### config.mk
export PLATFORM = sky130hd
export DESIGN_NAME = fetch_unit_flat
export DESIGN_NICKNAME = d
export VERILOG_FILES = /design/src/rtl/fetch_unit_if.sv /design/src/rtl/fetch_unit.sv /design/src/flat_wrapper.sv
export SDC_FILE = /design/constraint.sdc
export NUM_CORES = 1
export LEC_CHECK = 0
export BUFFER_PORTS_ARGS = -buffer_cell sky130_fd_sc_hd__buf_2
export CORE_MARGIN = 2
export CORE_UTILIZATION = 46
export DETAILED_ROUTE_END_ITERATION = 8
export PLACE_DENSITY = 0.78
export SLEW_MARGIN = 20
export SYNTH_ARGS = -nofsm -noshare
export SYNTH_HDL_FRONTEND = slang
export SYNTH_SLANG_ARGS = --single-unit
### constraint.sdc
create_clock -name clk -period 3.09 [get_ports clk]
set_input_delay 0.309 -clock clk [delete_from_list [all_inputs] [get_ports clk]]
set_output_delay 0.309 -clock clk [all_outputs]
set_load 0.005 [all_outputs]
### src/rtl/fetch_unit_if.sv
// Instruction-memory request/acknowledge bus between the fetch stage and imem.
// The fetch stage is the master; the memory is the slave.
interface fetch_unit_if;
  logic        i_req;
  logic [31:0] i_addr;
  logic        i_ack;
  logic [31:0] i_rdata;

  modport master (output i_req, output i_addr, input i_ack, input i_rdata);
  modport slave  (input i_req, input i_addr, output i_ack, output i_rdata);
endinterface

### src/rtl/fetch_unit.sv
// Instruction-fetch stage: holds the PC, runs the imem req/ack handshake and
// produces the F-stage bundle (instrF, pcF, ExcCodeF, bdF) with f_ready.
module fetch_unit #(
  parameter logic [31:0] PC_RESET  = 32'h0000_3000,
  parameter logic [31:0] EXC_ENTRY = 32'h0000_4180,
  parameter logic [31:0] IMEM_LO   = 32'h0000_3000,
  parameter logic [31:0] IMEM_HI   = 32'h0000_6ffc
) (
  input  logic               clk,
  input  logic               reset,
  input  logic               en,
  input  logic               req,
  input  logic               eretD,
  input  logic [31:0]        epc,
  input  logic               npc_sel,
  input  logic [31:0]        npc,
  input  logic               branchD,
  fetch_unit_if.master       imem,
  output logic [31:0]        pcF,
  output logic [31:0]        instrF,
  output logic [4:0]         ExcCodeF,
  output logic               bdF,
  output logic               f_ready
);

  typedef enum logic [1:0] {
    FETCH = 2'd0,
    READY = 2'd1,
    DRAIN = 2'd2
  } st_t;

  localparam logic [4:0] EXC_NONE = 5'd0;
  localparam logic [4:0] EXC_ADEL = 5'd4;

  st_t         st_r, st_nxt_s;
  logic [31:0] pc_r, pc_nxt_s;
  logic [31:0] req_addr_r, req_addr_nxt_s;
  logic [31:0] ibuf_r, ibuf_nxt_s;

  logic        adel_s;
  logic        i_req_s;
  logic        f_ready_s;
  logic [31:0] instr_s;
  logic [4:0]  exc_s;
  logic        consume_s;
  logic        pc_upd_s;
  logic        busy_s;

  function automatic logic is_adel(input logic [31:0] addr);
    return (addr[1:0] != 2'b00) || (addr < IMEM_LO) || (addr > IMEM_HI);
  endfunction

  assign adel_s = is_adel(pc_r);

  // F bundle and memory request, decoded from the current state
  always_comb begin
    i_req_s   = 1'b0;
    f_ready_s = 1'b0;
    instr_s   = 32'h0000_0000;
    exc_s     = EXC_NONE;
    case (st_r)
      FETCH: begin
        if (adel_s) begin
          f_ready_s = 1'b1;
          exc_s     = EXC_ADEL;
        end else begin
          i_req_s = 1'b1;
          if (imem.i_ack) begin
            f_ready_s = 1'b1;
            instr_s   = imem.i_rdata;
          end else begin
            f_ready_s = 1'b0;
          end
        end
      end
      READY: begin
        f_ready_s = 1'b1;
        instr_s   = ibuf_r;
      end
      DRAIN: begin
        i_req_s = 1'b1;
      end
      default: begin
        i_req_s = 1'b0;
      end
    endcase
  end

  assign consume_s = en & f_ready_s;

  // Next-PC selection: exception entry beats eret beats normal advance
  always_comb begin
    pc_upd_s = 1'b0;
    pc_nxt_s = pc_r;
    if (req) begin
      pc_upd_s = 1'b1;
      pc_nxt_s = EXC_ENTRY;
    end else if (eretD && en) begin
      pc_upd_s = 1'b1;
      pc_nxt_s = epc;
    end else if (consume_s) begin
      pc_upd_s = 1'b1;
      pc_nxt_s = npc_sel ? npc : (pc_r + 32'd4);
    end else begin
      pc_upd_s = 1'b0;
      pc_nxt_s = pc_r;
    end
  end

  // A raised request must stay on the bus until acked, even across a redirect
  assign busy_s = i_req_s & ~imem.i_ack & ((st_r == FETCH) | (st_r == DRAIN));

  // Next-state, request address and instruction buffer
  always_comb begin
    st_nxt_s       = st_r;
    req_addr_nxt_s = req_addr_r;
    ibuf_nxt_s     = ibuf_r;
    if ((st_r == FETCH) && !adel_s && imem.i_ack) begin
      ibuf_nxt_s = imem.i_rdata;
    end else begin
      ibuf_nxt_s = ibuf_r;
    end
    if (pc_upd_s) begin
      if (busy_s) begin
        st_nxt_s = DRAIN;
      end else begin
        st_nxt_s       = FETCH;
        req_addr_nxt_s = pc_nxt_s;
      end
    end else begin
      case (st_r)
        FETCH: begin
          if (!adel_s && imem.i_ack) begin
            st_nxt_s = READY;
          end else begin
            st_nxt_s = FETCH;
          end
        end
        READY: begin
          st_nxt_s = READY;
        end
        DRAIN: begin
          if (imem.i_ack) begin
            st_nxt_s       = FETCH;
            req_addr_nxt_s = pc_r;
          end else begin
            st_nxt_s = DRAIN;
          end
        end
        default: begin
          st_nxt_s       = FETCH;
          req_addr_nxt_s = pc_r;
        end
      endcase
    end
  end

  // State registers
  always_ff @(posedge clk or posedge reset) begin
    if (reset) begin
      st_r       <= FETCH;
      pc_r       <= PC_RESET;
      req_addr_r <= PC_RESET;
      ibuf_r     <= 32'h0000_0000;
    end else begin
      st_r       <= st_nxt_s;
      pc_r       <= pc_nxt_s;
      req_addr_r <= req_addr_nxt_s;
      ibuf_r     <= ibuf_nxt_s;
    end
  end

  // Outputs are forced quiet for the whole time reset is held
  assign imem.i_req  = reset ? 1'b0 : i_req_s;
  assign imem.i_addr = req_addr_r;
  assign pcF         = reset ? PC_RESET : pc_r;
  assign f_ready     = reset ? 1'b0 : f_ready_s;
  assign instrF      = reset ? 32'h0000_0000 : instr_s;
  assign ExcCodeF    = reset ? EXC_NONE : exc_s;
  assign bdF         = reset ? 1'b0 : (branchD & f_ready_s);

endmodule

### src/flat_wrapper.sv
// flat-port wrapper written by rule: the top's interface ports become plain ports
module fetch_unit_flat 
#(
  parameter logic [31:0] PC_RESET  = 32'h0000_3000,
  parameter logic [31:0] EXC_ENTRY = 32'h0000_4180,
  parameter logic [31:0] IMEM_LO   = 32'h0000_3000,
  parameter logic [31:0] IMEM_HI   = 32'h0000_6ffc
)
  (clk, reset, en, req, eretD, epc, npc_sel, npc, branchD, pcF, instrF, ExcCodeF, bdF, f_ready, imem_i_req, imem_i_addr, imem_i_ack, imem_i_rdata);
  fetch_unit_if imem_i ();
  input  logic clk;
  input  logic reset;
  input  logic en;
  input  logic req;
  input  logic eretD;
  input  logic [31:0] epc;
  input  logic npc_sel;
  input  logic [31:0] npc;
  input  logic branchD;
  output logic [31:0] pcF;
  output logic [31:0] instrF;
  output logic [4:0] ExcCodeF;
  output logic bdF;
  output logic f_ready;
  output wire logic [$bits(imem_i.i_req)-1:0] imem_i_req;
  output wire logic [$bits(imem_i.i_addr)-1:0] imem_i_addr;
  input wire logic [$bits(imem_i.i_ack)-1:0] imem_i_ack;
  input wire logic [$bits(imem_i.i_rdata)-1:0] imem_i_rdata;
  assign imem_i_req = imem_i.i_req;
  assign imem_i_addr = imem_i.i_addr;
  assign imem_i.i_ack = imem_i_ack;
  assign imem_i.i_rdata = imem_i_rdata;
  fetch_unit #(.PC_RESET(PC_RESET), .EXC_ENTRY(EXC_ENTRY), .IMEM_LO(IMEM_LO), .IMEM_HI(IMEM_HI)) u_core (.clk(clk), .reset(reset), .en(en), .req(req), .eretD(eretD), .epc(epc), .npc_sel(npc_sel), .npc(npc), .branchD(branchD), .imem(imem_i), .pcF(pcF), .instrF(instrF), .ExcCodeF(ExcCodeF), .bdF(bdF), .f_ready(f_ready));
endmodule
After elaboration in Yosys (flattened, before gate mapping)
Cells that the tools add are included.
{ "totals": {"ff_bits": 98, "in_bits": 104, "output_inout_bits": 104, "wordCells": 61} }
{ "op_classes": {"n_eq_ne": 5, "magnitude_cmp": 2, "addsub": 1, "muxes": 32, "n_reduce_logical": 11, "n_bitwise": 6} }
{ "ops": {"columns": ["op", "count"], "rows": [
  ["two-way mux 32 bit", 11],
  ["one-hot mux 32 bit (2 select lines)", 2],
  ["adder 32 x 3 -> 32 bit, second input constant", 1],
  ["greater-than comparator 32 x 15 -> 1 bit, second input constant", 1],
  ["< comparator 32 x 14 -> 1 bit, second input constant", 1],
  ["two-way mux 1 bit", 10],
  ["two-way mux 5 bit", 2],
  ["two-way mux 2 bit", 3],
  ["one-hot mux 2 bit (3 select lines)", 1],
  ["bitwise AND 1 bit", 4],
  ["logical AND 1 bit", 4],
  ["one-hot mux 1 bit (2 select lines)", 2],
  ["two-way mux 3 bit", 1],
  ["inequality test 3 x 2 -> 1 bit, second input constant", 1],
  ["AND reduction 3 bit", 1],
  ["== test 2 x 1 -> 1 bit, second input constant", 1],
  ["== test 2 bit, second input constant", 1],
  ["logical NOT 2 bit", 1],
  ["logical OR 1 bit", 2],
  ["inequality test 2 x 1 -> 1 bit, second input constant", 1],
  ["inequality test 2 bit, second input constant", 1],
  ["nonzero test 2 bit", 1],
  ["OR reduction 2 bit", 1],
  ["logical NOT 1 bit", 1],
  ["other kinds (2)", 2]
]} }

Depth between registers and ports, before layout
Gate-level depths: netlist (run 1).
{ "depth": {"depth_word": 11, "ltp_mapped": 10, "mapped_depth_nobuf": 8} }

Worst setup path before layout (run 1)
No wires, ideal clock.
{ "synth_timing": {"kind": "flip-flop to flip-flop", "start": "reg u_core.pc_r[2]", "end": "reg u_core.req_addr_r[28] (netlist: u_core.imem.i_addr[28])", "setup_ns": 0.104, "path_buffers": 1, "t_required_ns": 2.986, "period_less_slack_ns": 2.540, "setup_slack_ns": 0.550, "arrival_ns": 2.436, "stages_incl_launch_ff": 10, "cell_sequence": "dfrtp_1 ha_1 nand3_1 or3_1 clkbuf_2 or4b_1 xor2_1 o21ai_2 a21boi_1 o41ai_2"} }
{ "synth_via": {"elab_chain_len": 11, "word_cells_on_any_way": 25, "classes_between": "add/sub: 1; order compare: 2; eq/ne: 3; mux: 13; bitwise: 3; reduce/logical: 3"} }
{ "synth_lines": {"columns": ["item", "line_no", "rtl"], "rows": [
  ["start: declaration", "fetch_unit.sv:36", "logic [31:0] pc_r, pc_nxt_s;"],
  ["start signal: assignment", "fetch_unit.sv:167", "pc_r <= pc_nxt_s;"],
  ["< comparator 32 x 14 -> 1 bit", "fetch_unit.sv:50", "return (addr[1:0] != 2'b00) || (addr < IMEM_LO) || (addr > IMEM_HI);"],
  ["logical OR 1 bit (2 in a row)", "fetch_unit.sv:50", null],
  ["two-way mux 1 bit", "fetch_unit.sv:63", "if (adel_s) begin"],
  ["one-hot mux 1 bit (2 select lines)", "fetch_unit.sv:61", "case (st_r)"],
  ["bitwise AND 1 bit", "fetch_unit.sv:89", "assign consume_s = en & f_ready_s;"],
  ["two-way mux 1 bit or two-way mux 32 bit (tied branches)", "fetch_unit.sv:101", "end else if (consume_s) begin"],
  ["two-way mux 1 bit or two-way mux 32 bit (tied branches)", "fetch_unit.sv:98", "end else if (eretD && en) begin"],
  ["two-way mux 1 bit or two-way mux 32 bit (tied branches)", "fetch_unit.sv:95", "if (req) begin"],
  ["inequality test 3 x 2 -> 1 bit (no source line), or another cell as far along", null, null],
  ["AND reduction 3 bit (no source line) or two-way mux 32 bit (tied branches)", null, null],
  ["end signal: assignment", "fetch_unit.sv:168", "req_addr_r <= req_addr_nxt_s;"],
  ["end: declaration", "fetch_unit.sv:37", "logic [31:0] req_addr_r, req_addr_nxt_s;"]
]} }
Parallel ways exist; a longest one is shown, timed or not. The select of a mux whose other input is x is not followed.
A chain may end at the register's enable or synchronous reset.

Worst setup path in the final report (run 1)
{ "layout_timing": {"start": "reg u_core.pc_r[23]", "end": "out instrF[22]"} }
{ "layout_via": {"elab_chain_len": 6, "word_cells_on_any_way": 7, "classes_between": "order compare: 2; mux: 3; reduce/logical: 2"} }
{ "layout_lines": {"columns": ["item", "line_no", "rtl"], "rows": [
  ["< comparator 32 x 14 -> 1 bit", "fetch_unit.sv:50", null],
  ["logical OR 1 bit", "fetch_unit.sv:50", null],
  ["logical OR 1 bit *", "fetch_unit.sv:50", null],
  ["two-way mux 32 bit *", "fetch_unit.sv:63", null],
  ["one-hot mux 32 bit (2 select lines) *", "fetch_unit.sv:61", null],
  ["two-way mux 32 bit *", "fetch_unit.sv:178", "assign instrF = reset ? 32'h0000_0000 : instr_s;"],
  ["end: declaration", "flat_wrapper.sv:21", "output logic [31:0] instrF;"]
]} }
Mark *: on every way between the ends. The rest lies on a longest branch, timed or not.

==> results of run 1 <==
[worst paths after layout]
kind                                                     end  slack [ps]  cells after the start
hold / removal                 u_core.ibuf_r[12]$_DFFE_PP0P_         170                      3
min in group asynchronous       u_core.ibuf_r[1]$_DFFE_PP0P_         290                      2
hold reg to reg                u_core.ibuf_r[29]$_DFFE_PP0P_         480                      2
setup reg to reg           u_core.imem.i_addr[3]$_DFFE_PP0P_         370                      9
max in group asynchronous          u_core.pc_r[13]$_DFF_PP1_        2070                      3
setup / recovery                                  instrF[22]         150                      8
[area by class of cell]
| cell class | count | area share [%] |
|---|---|---|
| Clock buffer | 13 | 3.668 |
| Timing Repair Buffer | 236 | 17.54 |
| Multi-Input combinational cell | 552 | 41.62 |
| Tap cell | 168 | 2.853 |
| Clock inverter | 3 | 0.6283 |
| Inverter | 6 | 0.3396 |
| Sequential cell | 98 | 33.35 |
[worst max-delay path, stage by stage (launching register included)]
cell and delay [ps]:
dfrtp_1 470, or4_1 560, nor2_2 170, and3_2 240, and3_1 200, buf_6 200, nand2_1 110, a21oi_1 170
buf_2 140
[logic make-up (layout without fill, tap and decap cells)]
logic type / count (synthesis) / after routing / synth area share [%]
and+or+nand+nor: 352 / 352 / 28.48
AOI/OAI and AO/OA: 170 / 170 / 19.20
DFF: 98 / 98 / 42.66
buffers and inverters: 63 / 258 / 4.670
muxes: 23 / 23 / 4.409
xor gates and xnor gates: 2 / 2 / 0.3041
adders and majority gates: 1 / 1 / 0.2172
other: 1 / 4 / 0.06510
[sequential cells by signal (all words and copies together), names as in the netlist]
register	count
u_core.pc_r	32
u_core.imem.i_addr	32
u_core.ibuf_r	32
u_core.st_r	2
[metrics by stage]
stage	util (%)	setup slack, ps	cell area [sq um]	total power [mW]	instances
after CTS	60.74	50.18	7357	3.567	1076
after global placement	58.10	468.1	7037	2.360	1060
after floorplan	-	29.69	5772	2.061	713
final	60.84	149.8	7368	3.555	1076
after global routing	60.84	17.27	7368	3.742	1076
after detailed placement	58.10	394.1	7037	2.379	1060
[cell usage in the layout, fill, tap and decap left out, drive strengths merged, types with 3 or more instances in the layout]
cell type | Yosys | routed
inv | 5 | 5
a211oi | 13 | 13
buf | 12 | 236
nand2 | 180 | 180
nor2b | 32 | 32
o22ai | 4 | 4
clkbuf | 45 | 13
dfrtp | 94 | 94
a311oi | 3 | 3
nand4 | 9 | 9
and4 | 6 | 6
conb | 1 | 4
or2 | 5 | 5
o21bai | 3 | 3
dfstp | 4 | 4
a22o | 4 | 4
or4 | 5 | 5
or3 | 4 | 4
and2 | 4 | 4
o21ai | 21 | 21
nor2 | 60 | 60
o21a | 5 | 5
o41ai | 3 | 3
nand3 | 11 | 11
mux2i | 4 | 4
a21oi | 61 | 61
o221ai | 4 | 4
o211ai | 3 | 3
nand2b | 5 | 5
a31oi | 12 | 12
and3 | 5 | 5
mux2 | 19 | 19
o31ai | 15 | 15
nor4 | 4 | 4
nor3 | 17 | 17
[power groups by stage]
stage	clock [mW]	combinational (mW)	sequential (mW)
after floorplan	0	0.422	1.64
after global placement	0	0.696	1.66
after CTS	1.21	0.712	1.65
after global routing	1.26	0.805	1.68
final	1.19	0.715	1.65
after detailed placement	0	0.713	1.67
[repair_timing]
action | in CTS | in global routing
pin swaps | 0 | 0
endpoints found under the setup margin | 1 | 23
resized for setup | 1 | 4
cloned | 0 | 0
[routing by layer]
layer	share of wire, %	vias up	GRT usage, %
met3	9.9	35	6.433
met1	40	2896	34.76
li1	-	2873	-
met2	48	351	47.02
met4	1.7	0	8.571
met5	0	-	0
==> out/metrics.csv, run 1 <==
metric,value,unit
status,completed,
largest net degree at the start of global routing,73,
Synth Instances,710,
MaxCap Viol Count,0,
CP endpoint kind,output port,
die height,115.9,microns
period utilisation layout,95.15,%
Worst EP required,2780,ps
TritonCTS Buffers,9,
Rel. slew slack,43.70,%
P_int,2.520,mW
Seq pwr share,46.5,%
I/O Buffers,203,
core area,12110,sq um
"count leader, synth",nand2_1,
starting density of the core,47.56,%
worst setup path category,reg2out,
Total Die Area,13430,sq um
number of synthesized flops with an enable pin,0,
CP Max Fanout,22,
switching part of the total power,29.10,%
leading area contributor after synthesis,dfrtp_1,
post-synthesis register bit count,98,
via count of the first global-routing pass,5737,
Placer Congestion,0.9823,
first-pass GRT wire length,28720,microns
post-synth cell types,70,
power per cell area,482.4,nW/um^2
Rows,40,
Fill cells,1100,
root buffer cell,clkbuf_16,
combinational share of power,20.1,%
vias per std cell,5.720,
fin crit period,2940,ps
area of the multi-input gates,3067,sq um
post-synthesis sequential area ratio,42.66,%
clock network power share,33.4,%
CTS Buffer Depth,2,
Max IR drop VDD,298.4,uV
leakage power,3.674,nW
Worst-Skew Late Latency,350,ps
total negative setup slack,0,ps
endpoints failing setup,0,
WL/cell,17.37,microns
# diodes,0,
Pins Over Slew Limit,0,
Clock Sinks,98,
Post-synth top cells,"nand2_1 (179), dfrtp_1 (94), a21oi_1 (61), nor2_1 (60), clkbuf_1 (44)",
P&R area growth vs syn,27.91,%
post-route ant nets,0,
Synth warnings,0,
TritonCTS clock tree,done,
Achievable Freq,340.1,MHz
initial antenna violation count,0,
worst min-delay path class,in2reg,
register clock-pin slew on the reported worst setup and hold paths,70,ps
hold_ws,170.3,ps
average cell area after synthesis,8.113,sq um
top-level port count,208,
CP startpoint,u_core.pc_r[23]$_DFF_PP0_,
placed wire-length estimate,13550,microns
ys async rst share,100.0,%
die width,115.9,microns
switching power,1.035,mW
CTS Hold Bufs,0,
postcts setup bufs,0,
final net count,1008,
H-tree depth,3,
Worst Hold Launch,imem_i_rdata[12],
Worst-Margin Slew,844.5,ps
top post-synthesis cells by area,"dfrtp_1 (41%), nand2_1 (12%), a21oi_1 (5.3%), nor2_1 (3.9%), mux2_2 (3.7%)",
grt total ovfl,0,
DRC Markers,0,
Post-synth top flop,dfrtp_1,
Final Skew,6.142,ps
Worst EP arrival,2630,ps
Reg2Reg Launch Point,u_core.pc_r[12]$_DFF_PP1_,
DRT iter0 DRCs,541,
DR vias,6155,
top-area cell type share of the netlist area,40.83,%
count of final hold-check violations,0,
Mapped Area,5761,sq um
layout cells sized above 1,32.27,%
total global-route track usage,27.53,%
sequential cell area,2457,sq um
Worst Setup Start Kind,flip-flop,
WL final,18690,microns
RSZ-0062 raised after global routing,false,
DRT Pass-1 Iters,5,
Power figures use the tool's default switching activity.
==> inputs of run 2 (changes only) <==
--- a/config.mk
+++ b/config.mk
@@ -8,6 +8,7 @@
 export BUFFER_PORTS_ARGS = -buffer_cell sky130_fd_sc_hd__buf_2
 export CORE_MARGIN = 2
 export CORE_UTILIZATION = 46
+export CTS_BUF_LIST = sky130_fd_sc_hd__clkbuf_8 sky130_fd_sc_hd__clkbuf_16
 export DETAILED_ROUTE_END_ITERATION = 8
 export PLACE_DENSITY = 0.78
 export SLEW_MARGIN = 20
==> constraint.sdc (replaced) <==
create_clock -name clk -period 3.09 [get_ports clk]
set_input_delay 0.1545 -clock clk [delete_from_list [all_inputs] [get_ports clk]]
set_output_delay 0.1545 -clock clk [all_outputs]
set_load 0.005 [all_outputs]
==> run 2 against run 1 <==
Compared with the run above: via count down 0.65%; clock skew is 0.56 ps higher; critical endpoint is now instrF[15]; utilization is 0.28 points lower; power shrank 0.93%; clock-buffer cell count decreased by 3; first-iteration DRC count is 1.8% higher; clock power barely moved; critical path type unchanged; die area is the same; combinational power is essentially flat; non-clock buffer count fell by 2.
==> out/metrics.csv, run 2 (synthesized netlist as in run 1, its figures left out) <==
metric,value,unit
P&R area growth vs syn,27.32,%
"Critical Path, Cell by Cell",or4_1 > nor2_1 > and3_1 > and3_1 > buf_6 > nand2_1 > a21oi_1 > buf_2,
starting density of the core,47.56,%
I/O Buffers,203,
worst setup path category,reg2out,
first-pass GRT wire length,28480,microns
status,completed,
Crit path largest cell delay,550,ps
Fill cells,1133,
# diodes,0,
Worst EP required,2940,ps
final net count,1006,
Max IR drop VDD,235.6,uV
Rows,40,
post-route ant nets,0,
Clock Sinks,98,
fin cells,1074,
"commonest non-fill, non-tap cell in the layout",buf_2,
Rel. slew slack,50.18,%
core area,12110,sq um
via count of the first global-routing pass,5547,
Placed Cells incl. Taps,1058,
CP most frequent cell,and3_1,
"Buf+Inv Stages, Crit Path",2,
TritonCTS clock tree,done,
CTS Buffer Depth,2,
DRT Pass-1 Iters,5,
Resized cells post-CTS,0,
Achievable Freq,345.9,MHz
endpoints failing setup,0,
H-tree depth,3,
CP max stage cell,or4_1,
total global-route track usage,27.49,%
power per cell area,480.2,nW/um^2
top-level port count,208,
vias per std cell,5.694,
largest net degree at the start of global routing,66,
postcts setup bufs,0,
Worst Setup Start Kind,flip-flop,
fin crit period,2891,ps
layout cells sized above 1,31.90,%
Placer Congestion,0.9925,
sequential cell area,2457,sq um
CP endpoint kind,output port,
initial antenna violation count,0,
register clock-pin slew on the reported worst setup and hold paths,70,ps
DRT iter0 DRCs,551,
Final Skew,6.702,ps
Worst EP arrival,2740,ps
WL/cell,17.30,microns
RSZ-0062 raised after global routing,false,
TritonCTS Buffers,9,
MaxCap Viol Count,0,
placed wire-length estimate,13420,microns
Final Total Pwr,3.522,mW
Total Die Area,13430,sq um
Worst-Skew Late Latency,350,ps
die height,115.9,microns
root buffer cell,clkbuf_16,
total negative setup slack,0,ps
period utilisation layout,93.56,%
count of final hold-check violations,0,
Pins Over Slew Limit,0,
CP Max Fanout,33,
grt total ovfl,0,
CTS Hold Bufs,0,
worst min-delay path class,in2reg,
WL final,18590,microns
DR vias,6115,
DRC Markers,0,
cell family with most CP delay,simple AND/OR/NAND/NOR gates,
area of the multi-input gates,3060,sq um
leakage power,3.661,nW
"Core Util, Final",60.56,%
most frequent cells in the layout,"buf_2 (203), nand2_1 (179), dfrtp_1 (94)",
die width,115.9,microns
Worst-Margin Slew,747.3,ps
-- run 2: cell types whose count changed in the layout (fill, tap and decap cells not counted), sizes merged --
cell,change
clkinv,+2
buf,-2
inv,+1
clkbuf,-3
-- run 2: metrics by stage --
step / hold slack (ps) / cell area, sq um / setup slack (ps)
after floorplan: 278.3 / 5772 / 184.2
after global placement: 364.4 / 7022 / 490.7
after detailed placement: 368.6 / 7022 / 451.5
after CTS: 1.817 / 7326 / 131.4
after global routing: 17.10 / 7335 / 46.31
final: 10.86 / 7335 / 199.0
-- run 2: area by class of cell --
class / count / share of cell area, %
Multi-Input combinational cell: 552 / 41.73
Tap cell: 168 / 2.866
Inverter: 6 / 0.3412
Timing Repair Buffer: 234 / 17.42
Sequential cell: 98 / 33.50
Clock buffer: 10 / 3.258
Clock inverter: 6 / 0.8871
-- run 2: worst register-to-register path: stages (launching register included) --
cell and delay, ps:
dfrtp_1 450, ha_1 270, nand3_1 120, or3_1 500, or4b_1 570, xor2_1 160, o21ai_2 120, a21boi_1 110
o41ai_2 320
-- run 2: final timing paths --
kind | from | to | slack (ps) | depth (start not counted)
max in group asynchronous | reset | u_core.imem.i_addr[13]$_DFFE_PP1P_ | 2240 | 4
worst min register to register | u_core.ibuf_r[27]$_DFFE_PP0P_ | u_core.ibuf_r[27]$_DFFE_PP0P_ | 480 | 2
worst max register to register | u_core.pc_r[3]$_DFF_PP0_ | u_core.imem.i_addr[28]$_DFFE_PP0P_ | 390 | 8
worst max-delay path | u_core.pc_r[19]$_DFF_PP0_ | instrF[15] | 200 | 8
worst min-delay path | imem_i_rdata[1] | u_core.ibuf_r[1]$_DFFE_PP0P_ | 10 | 3
min in group asynchronous | reset | u_core.ibuf_r[1]$_DFFE_PP0P_ | 120 | 3
-- run 2: report_power, final --
group,internal [mW],total [mW],switching (mW)
clock network,0.652,1.16,0.506
logic,0.316,0.713,0.397
registers,1.50,1.65,0.148
total,2.47,3.52,1.05
-- run 2: per-layer routing --
metal / vias to the layer above / part of all wire [%] / track usage (%)
met5: - / 0 / 0
met4: 0 / 1.9 / 10.16
met3: 28 / 9.5 / 6.015
met2: 352 / 48 / 46.04
met1: 2872 / 40 / 35.14
li1: 2863 / - / -
